`src/rtl/mips_multicycle_ctrl.sv`:
```
// mips_multicycle_ctrl: multicycle MIPS main control FSM with memory handshake,
// stall watchdog, sticky error flags and retired-instruction counter.
module mips_multicycle_ctrl #(
    parameter int MEM_TIMEOUT = 16,
    parameter int CNT_W       = 32
) (
    input  logic             clk,
    input  logic             rst,
    input  logic [5:0]       op_i,
    input  logic [5:0]       funct_i,
    input  logic             zero_i,
    input  logic             mem_ready_i,
    output logic             MemRead_o,
    output logic             MemWrite_o,
    output logic             IRWrite_o,
    output logic             MemtoReg_o,
    output logic             RegDst_o,
    output logic             RegWrite_o,
    output logic             ALUSrcA_o,
    output logic             IorD_o,
    output logic             ExtZero_o,
    output logic [1:0]       ALUSrcB_o,
    output logic [1:0]       ALUOp_o,
    output logic [1:0]       PCSource_o,
    output logic             pc_en_o,
    output logic [3:0]       state_o,
    output logic             illegal_instr_o,
    output logic             mem_timeout_o,
    output logic [CNT_W-1:0] instr_count_o
);
    localparam int SW = MEM_TIMEOUT > 1 ? $clog2(MEM_TIMEOUT) : 1;

    typedef enum logic [3:0] {
        FETCH = 4'd0, DECODE = 4'd1, MEMADR = 4'd2, MEMRD = 4'd3, MEMWB = 4'd4,
        MEMWR = 4'd5, EXEC = 4'd6, ALUWB = 4'd7, BRANCH = 4'd8, IEXEC = 4'd9,
        IWB = 4'd10, JUMP = 4'd11, ERROR = 4'd12
    } state_t;

    typedef struct packed {
        logic       mem_read, mem_write, mem_to_reg, reg_dst, reg_write;
        logic       alu_src_a, iord, ext_zero, pc_write, pc_write_cond;
        logic [1:0] alu_src_b, alu_op, pc_source;
    } ctrl_t;

    function automatic ctrl_t ctrl_of(input state_t s, input logic [5:0] o);
        ctrl_t c;
        c = '0;
        case (s)
            FETCH:  begin c.mem_read = 1'b1; c.alu_src_b = 2'b01; end
            DECODE: c.alu_src_b = 2'b11;
            MEMADR: begin c.alu_src_a = 1'b1; c.alu_src_b = 2'b10; end
            MEMRD:  begin c.mem_read = 1'b1; c.iord = 1'b1; end
            MEMWB:  begin c.reg_write = 1'b1; c.mem_to_reg = 1'b1; end
            MEMWR:  begin c.mem_write = 1'b1; c.iord = 1'b1; end
            EXEC:   begin c.alu_src_a = 1'b1; c.alu_op = 2'b10; end
            ALUWB:  begin c.reg_write = 1'b1; c.reg_dst = 1'b1; end
            BRANCH: begin
                c.alu_src_a = 1'b1; c.alu_op = 2'b01; c.pc_source = 2'b01; c.pc_write_cond = 1'b1;
            end
            IEXEC:  begin
                c.alu_src_a = 1'b1; c.alu_src_b = 2'b10; c.alu_op = 2'b11;
                c.ext_zero = (o == 6'h0C) || (o == 6'h0D);
            end
            IWB:    begin c.reg_write = 1'b1; c.ext_zero = (o == 6'h0C) || (o == 6'h0D); end
            JUMP:   begin c.pc_source = 2'b10; c.pc_write = 1'b1; end
            default: ;
        endcase
        return c;
    endfunction

    function automatic state_t dispatch(input logic [5:0] o);
        return (o == 6'h23 || o == 6'h2B) ? MEMADR :
               (o == 6'h00) ? EXEC :
               (o == 6'h04 || o == 6'h05) ? BRANCH :
               (o == 6'h08 || o == 6'h0C || o == 6'h0D) ? IEXEC :
               (o == 6'h02) ? JUMP : ERROR;
    endfunction

    state_t           state_q, state_d;
    ctrl_t            ctrl_q;
    logic [5:0]       op_q, op_d;
    logic [SW-1:0]    stall_q, stall_d;
    logic [CNT_W-1:0] cnt_q, cnt_d;
    logic             ill_q, ill_d, to_q, to_d;
    logic             mem_wait, timeout, pc_write;
    logic             unused_funct;

    assign unused_funct = ^funct_i;
    assign mem_wait = (state_q == FETCH || state_q == MEMRD || state_q == MEMWR) && !mem_ready_i;
    assign timeout  = (MEM_TIMEOUT > 0) && mem_wait && (stall_q == SW'(MEM_TIMEOUT - 1));

    always_comb begin
        state_d = state_q;
        op_d    = op_q;
        ill_d   = ill_q;
        to_d    = to_q;
        case (state_q)
            FETCH:  state_d = mem_ready_i ? DECODE : FETCH;
            DECODE: begin
                op_d    = op_i;
                state_d = dispatch(op_i);
                ill_d   = ill_q | (dispatch(op_i) == ERROR);
            end
            MEMADR: state_d = (op_q == 6'h23) ? MEMRD : MEMWR;
            MEMRD:  state_d = mem_ready_i ? MEMWB : MEMRD;
            MEMWR:  state_d = mem_ready_i ? FETCH : MEMWR;
            EXEC:   state_d = ALUWB;
            IEXEC:  state_d = IWB;
            MEMWB, ALUWB, BRANCH, IWB, JUMP: state_d = FETCH;
            default: state_d = ERROR;
        endcase
        if (timeout) begin
            state_d = ERROR;
            to_d    = 1'b1;
        end
    end

    // stall count restarts whenever the wait ends or the state changes
    assign stall_d = (mem_wait && state_d == state_q) ? stall_q + 1'b1 : '0;
    assign cnt_d   = (state_d == FETCH && state_q != FETCH) ? cnt_q + 1'b1 : cnt_q;

    always_ff @(posedge clk) begin
        if (!rst) begin
            state_q <= FETCH;
            op_q    <= '0;
            stall_q <= '0;
            cnt_q   <= '0;
            ill_q   <= 1'b0;
            to_q    <= 1'b0;
            ctrl_q  <= ctrl_of(FETCH, 6'h00);
        end else begin
            state_q <= state_d;
            op_q    <= op_d;
            stall_q <= stall_d;
            cnt_q   <= cnt_d;
            ill_q   <= ill_d;
            to_q    <= to_d;
            ctrl_q  <= ctrl_of(state_d, op_d);
        end
    end

    assign pc_write = ctrl_q.pc_write | (state_q == FETCH && mem_ready_i);

    assign MemRead_o       = rst & ctrl_q.mem_read;
    assign MemWrite_o      = rst & ctrl_q.mem_write;
    assign IRWrite_o       = rst & (state_q == FETCH) & mem_ready_i;
    assign MemtoReg_o      = rst & ctrl_q.mem_to_reg;
    assign RegDst_o        = rst & ctrl_q.reg_dst;
    assign RegWrite_o      = rst & ctrl_q.reg_write;
    assign ALUSrcA_o       = rst & ctrl_q.alu_src_a;
    assign IorD_o          = rst & ctrl_q.iord;
    assign ExtZero_o       = rst & ctrl_q.ext_zero;
    assign ALUSrcB_o       = rst ? ctrl_q.alu_src_b : 2'b00;
    assign ALUOp_o         = rst ? ctrl_q.alu_op : 2'b00;
    assign PCSource_o      = rst ? ctrl_q.pc_source : 2'b00;
    assign pc_en_o         = rst & (pc_write | (ctrl_q.pc_write_cond & (zero_i ^ (op_q == 6'h05))));
    assign state_o         = rst ? state_q : 4'd0;
    assign illegal_instr_o = rst & ill_q;
    assign mem_timeout_o   = rst & to_q;
    assign instr_count_o   = rst ? cnt_q : '0;
endmodule

```
`config.mk`:
```
export PLATFORM = sky130hd
export DESIGN_NAME = mips_multicycle_ctrl
export DESIGN_NICKNAME = d
export VERILOG_FILES = /design/src/rtl/mips_multicycle_ctrl.sv
export SDC_FILE = /design/constraint.sdc
export NUM_CORES = 1
export LEC_CHECK = 0
export ABC_AREA = 1
export BUFFER_PORTS_ARGS = -buffer_cell sky130_fd_sc_hd__buf_2
export CAP_MARGIN = 20
export CELL_PAD_IN_SITES_DETAIL_PLACEMENT = 1
export CELL_PAD_IN_SITES_GLOBAL_PLACEMENT = 2
export CORE_MARGIN = 5
export CORE_UTILIZATION = 30
export CTS_CLUSTER_SIZE = 40
export DETAILED_ROUTE_END_ITERATION = 12
export PLACE_DENSITY = 0.89
export SLEW_MARGIN = 20
export SYNTH_ARGS = -nofsm -noshare
export SYNTH_HDL_FRONTEND = slang
export SYNTH_SLANG_ARGS = --single-unit
```
`constraint.sdc`:
```
create_clock -name clk -period 1.9 [get_ports clk]
set_clock_uncertainty 0.1 [all_clocks]
set_input_delay 0.38 -clock clk [delete_from_list [all_inputs] [get_ports clk]]
set_output_delay 0.38 -clock clk [all_outputs]
set_load 0.01 [all_outputs]
```
==> impl_metrics.py <==
metrics = {
    "layout": {
        "fillers": 1727,
        "num_antenna_cells": 0,
        "final_cell_mix": "191 x nand2_1, 98 x inv_1, 66 x buf_4, 65 x nor2_1, 62 x buf_2",
        "post-route-util_pct": 42.1,
        "drive_gt1_share_pct": 27.4,
        "final_common_cell": "nand2_1",
        "final_cells": 946,
        "layout.nets": 783,
        "synthToLayoutAreaGrowth_pct": 39.6,
    },
    "timing": {
        "worstMarginPinSlew_ps": 484,
        "slew-limit-headroom_pct": 67.5,
        "final.period_utilization_pct": 105,
        "setup_violations": 37,
        "drv_slew": 0,
        "finalCriticalPeriod_ps": 1990,
        "finalHoldViolCount": 0,
        "setup_slack_ps": -90.0,
        "rsz0062_at_grt": "true",
        "max_freq_ghz": 0.503,
    },
    "yosys": {
        "synth_edf_count": 0,
        "synthArstFlopShare_pct": 0,
        "synthCells": 638,
        "synth.cell_area_sq_um": 3950,
        "ys_seq_area_share_pct": 31.9,
        "ys_ff_latch": 63,
        "ys.flop_type": "dfxtp_1",
        "synth_warnings": 0,
        "synth.largest_area_cell": "dfxtp_1",
        "synth_area_leaders": "dfxtp_1 32%, nand2_1 19%, inv_1 9.5%, nor2_1 7.4%, nand4_1 6.2%",
        "avgSynthCellArea_sq_um": 6.19,
        "synth_cell_types": 32,
        "synth_top_area_share_pct": 31.9,
        "syn-num-nets": 656,
    },
    "placement": {
        "dp_hpwl_um": 10400,
        "port_buffers": 63,
        "place.gp.congestion": 0.937,
        "placedCellCount": 919,
    },
    "floorplan": {
        "core_area_sq_um": 13100,
        "io_pins": 70,
        "die_w_um": 125,
        "die_h_um": 125,
        "initial_core_util_pct": 30.2,
        "die-area_sq_um": 15600,
        "rows": 42,
    },
    "setup_path": {
        "path_common_cell": "nand3_2",
        "reg2regPathDepth": 11,
        "critPathMaxFanout": 6,
        "critical_path.max_stage_delay_ps": 330,
        "crit_chain": "nor2_2 -> nand3_2 -> nand2_1 -> nand3_2 -> nor2_2 -> nand3_2 -> nor2_4 -> nand3_4 -> clkbuf_16 -> nand2_1 -> a21oi_2",
        "slowest_stage": "dfxtp_1",
        "worstSetupPathType": "flop to flop",
        "cp_data_arrival_time_ps": 2110,
        "crit_family": "simple AND/OR/NAND/NOR gates",
        "cp.depth": 11,
        "worstPathRequired_ps": 2020,
        "cp-end-kind": "flop",
        "start_kind": "flop",
        "cp_num_buf_inv": 1,
    },
    "outcome": {
        "status": "complete, but fails checks",
        "violations": "negative setup slack",
    },
    "clock_network": {
        "clkLatencyLatePin_ps": 350,
        "clock-root-buffer": "clkbuf_16",
        "ctsHtreeMaxLevel": 3,
        "cts_buffers": 9,
        "clkSlewWorstSetupHoldPaths_ps": 60,
        "clkSinkCount": 63,
        "cts_tree": "yes",
        "hold_buffers": 0,
        "cts.path.max_buffers": 2,
    },
    "worst_hold_path": {
        "hp-class": "input port to flop",
        "hold_path_depth": 4,
    },
    "pwr": {
        "p_leak_nw": 2.87,
        "max-vdd-ir-drop_v": 0.000432,
        "p_per_area_nw_per_um2": 745,
    },
    "grt": {
        "antenna_found_initial": 0,
        "met2_usage_pct": 33.4,
        "grt_overflow": 0,
        "gr-usage-met3_pct": 3.26,
        "grt_pass1_wl_um": 23500,
        "busiest_layer": "met2",
        "grt_max_degree": 37,
        "grt_pass1_vias": 4792,
        "grt_use_total_pct": 18.4,
        "use_met1_pct": 21.4,
    },
    "route": {
        "wirelength_um": 15100,
        "wl_per_cell_um": 16.0,
        "antenna_left": 0,
        "drc": 0,
        "detail_route.first_pass.iterations": 5,
        "viasPerCell": 4.86,
        "vias": 4593,
        "drtIter0Drc": 230,
    },
    "run": {
        "drv_cap": 0,
    },
}
routing by layer:
metal	share of wire [%]	vias to the layer above
met5	0	-
met4	1.8	0
met3	3.1	25
met2	52	83
met1	43	2228
li1	-	2257
report_power, final:
part	leakage, nW	switching [mW]	internal [mW]
Clock	0.134	0.687	1.01
Combinational	2.22	0.593	0.398
Sequential	0.513	0.0370	1.37
synthesized netlist by cell type, types with 3 or more instances:
cell and n:
a21oi_1 33, buf_1 3, buf_4 5, buf_6 4, clkbuf_1 12, dfxtp_1 63, inv_1 100, nand2_1 196
nand3_1 29, nand3_2 3, nand3b_1 8, nand4_1 39, nor2_1 78, nor3_1 15, o21ai_0 10, xor2_1 19
kinds of logic (layout without fill, tap and decap cells):
| family | count (synthesis) | after routing | synth area share [%] |
|---|---|---|---|
| AO/OA/AOI/OAI | 46 | 46 | 6.27 |
| XOR/XNOR | 20 | 20 | 4.44 |
| adder cells (fa/ha/maj) | 2 | 2 | 0.634 |
| buffers and inverters | 127 | 259 | 13.3 |
| flip-flops | 63 | 63 | 31.9 |
| multiplexers | 1 | 1 | 0.253 |
| AND/OR/NAND/NOR | 379 | 379 | 43.1 |
sequential cells by signal, summed over array words and instances, names as in the netlist:
signal and count:
cnt_q 32, ctrl_q 15, op_q 6, stall_q 4, state_q 4, ill_q 1, to_q 1
stage by stage:
| stage | power (mW) | setup TNS [ps] | hold slack (ps) | setup slack (ps) | cell area, sq um |
|---|---|---|---|---|---|
| CTS | 4.02 | -2300 | 324 | -91.2 | 5330 |
| floorplan | 1.89 | 0 | 314 | 88.9 | 3950 |
| finish | 4.10 | -2300 | 321 | -90.0 | 5510 |
| global route | 4.26 | -6840 | 367 | -204 | 5510 |
| detailed placement | 2.19 | -8540 | 348 | -269 | 4890 |
| global placement | 2.17 | -5690 | 328 | -166 | 4890 |
tightest hold or removal path: cells and delay by family:
family / cells / cell delay [ps]
buf+inv: 3 / 290
compound gates: 1 / 50
cell type report:
| class | instances | area [sq um] | area share (%) |
|---|---|---|---|
| Clock inverter | 7 | 73.8 | 1.34 |
| Multi-Input combinational cell | 448 | 2290 | 41.5 |
| Inverter | 102 | 383 | 6.95 |
| Sequential cell | 63 | 1270 | 23.1 |
| Timing Repair Buffer | 141 | 1050 | 19.1 |
| Tap cell | 176 | 220 | 4.00 |
| Clock buffer | 9 | 225 | 4.09 |
repair_timing:
| item | in CTS | in global routing |
|---|---|---|
| endpoints found under the setup margin | 39 | 46 |
| cloned | 2 | 2 |
| gates resized for setup | 20 | 37 |
| pin swaps | 4 | 14 |
| buffers inserted | 2 | 6 |
final timing paths:
| check | slack, ps | endpoint | startpoint |
|---|---|---|---|
| hold / removal | 320 | op_q[0]$_SDFF_PN0_ | op_i[0] |
| hold reg to reg | 360 | ill_q$_SDFFE_PN0P_ | ill_q$_SDFFE_PN0P_ |
| setup reg to reg | -90 | cnt_q[24]$_SDFFE_PN0P_ | op_q[3]$_SDFF_PN0_ |
| setup / recovery | -90 | cnt_q[24]$_SDFFE_PN0P_ | op_q[3]$_SDFF_PN0_ |
(Power assumes the default switching activity.)
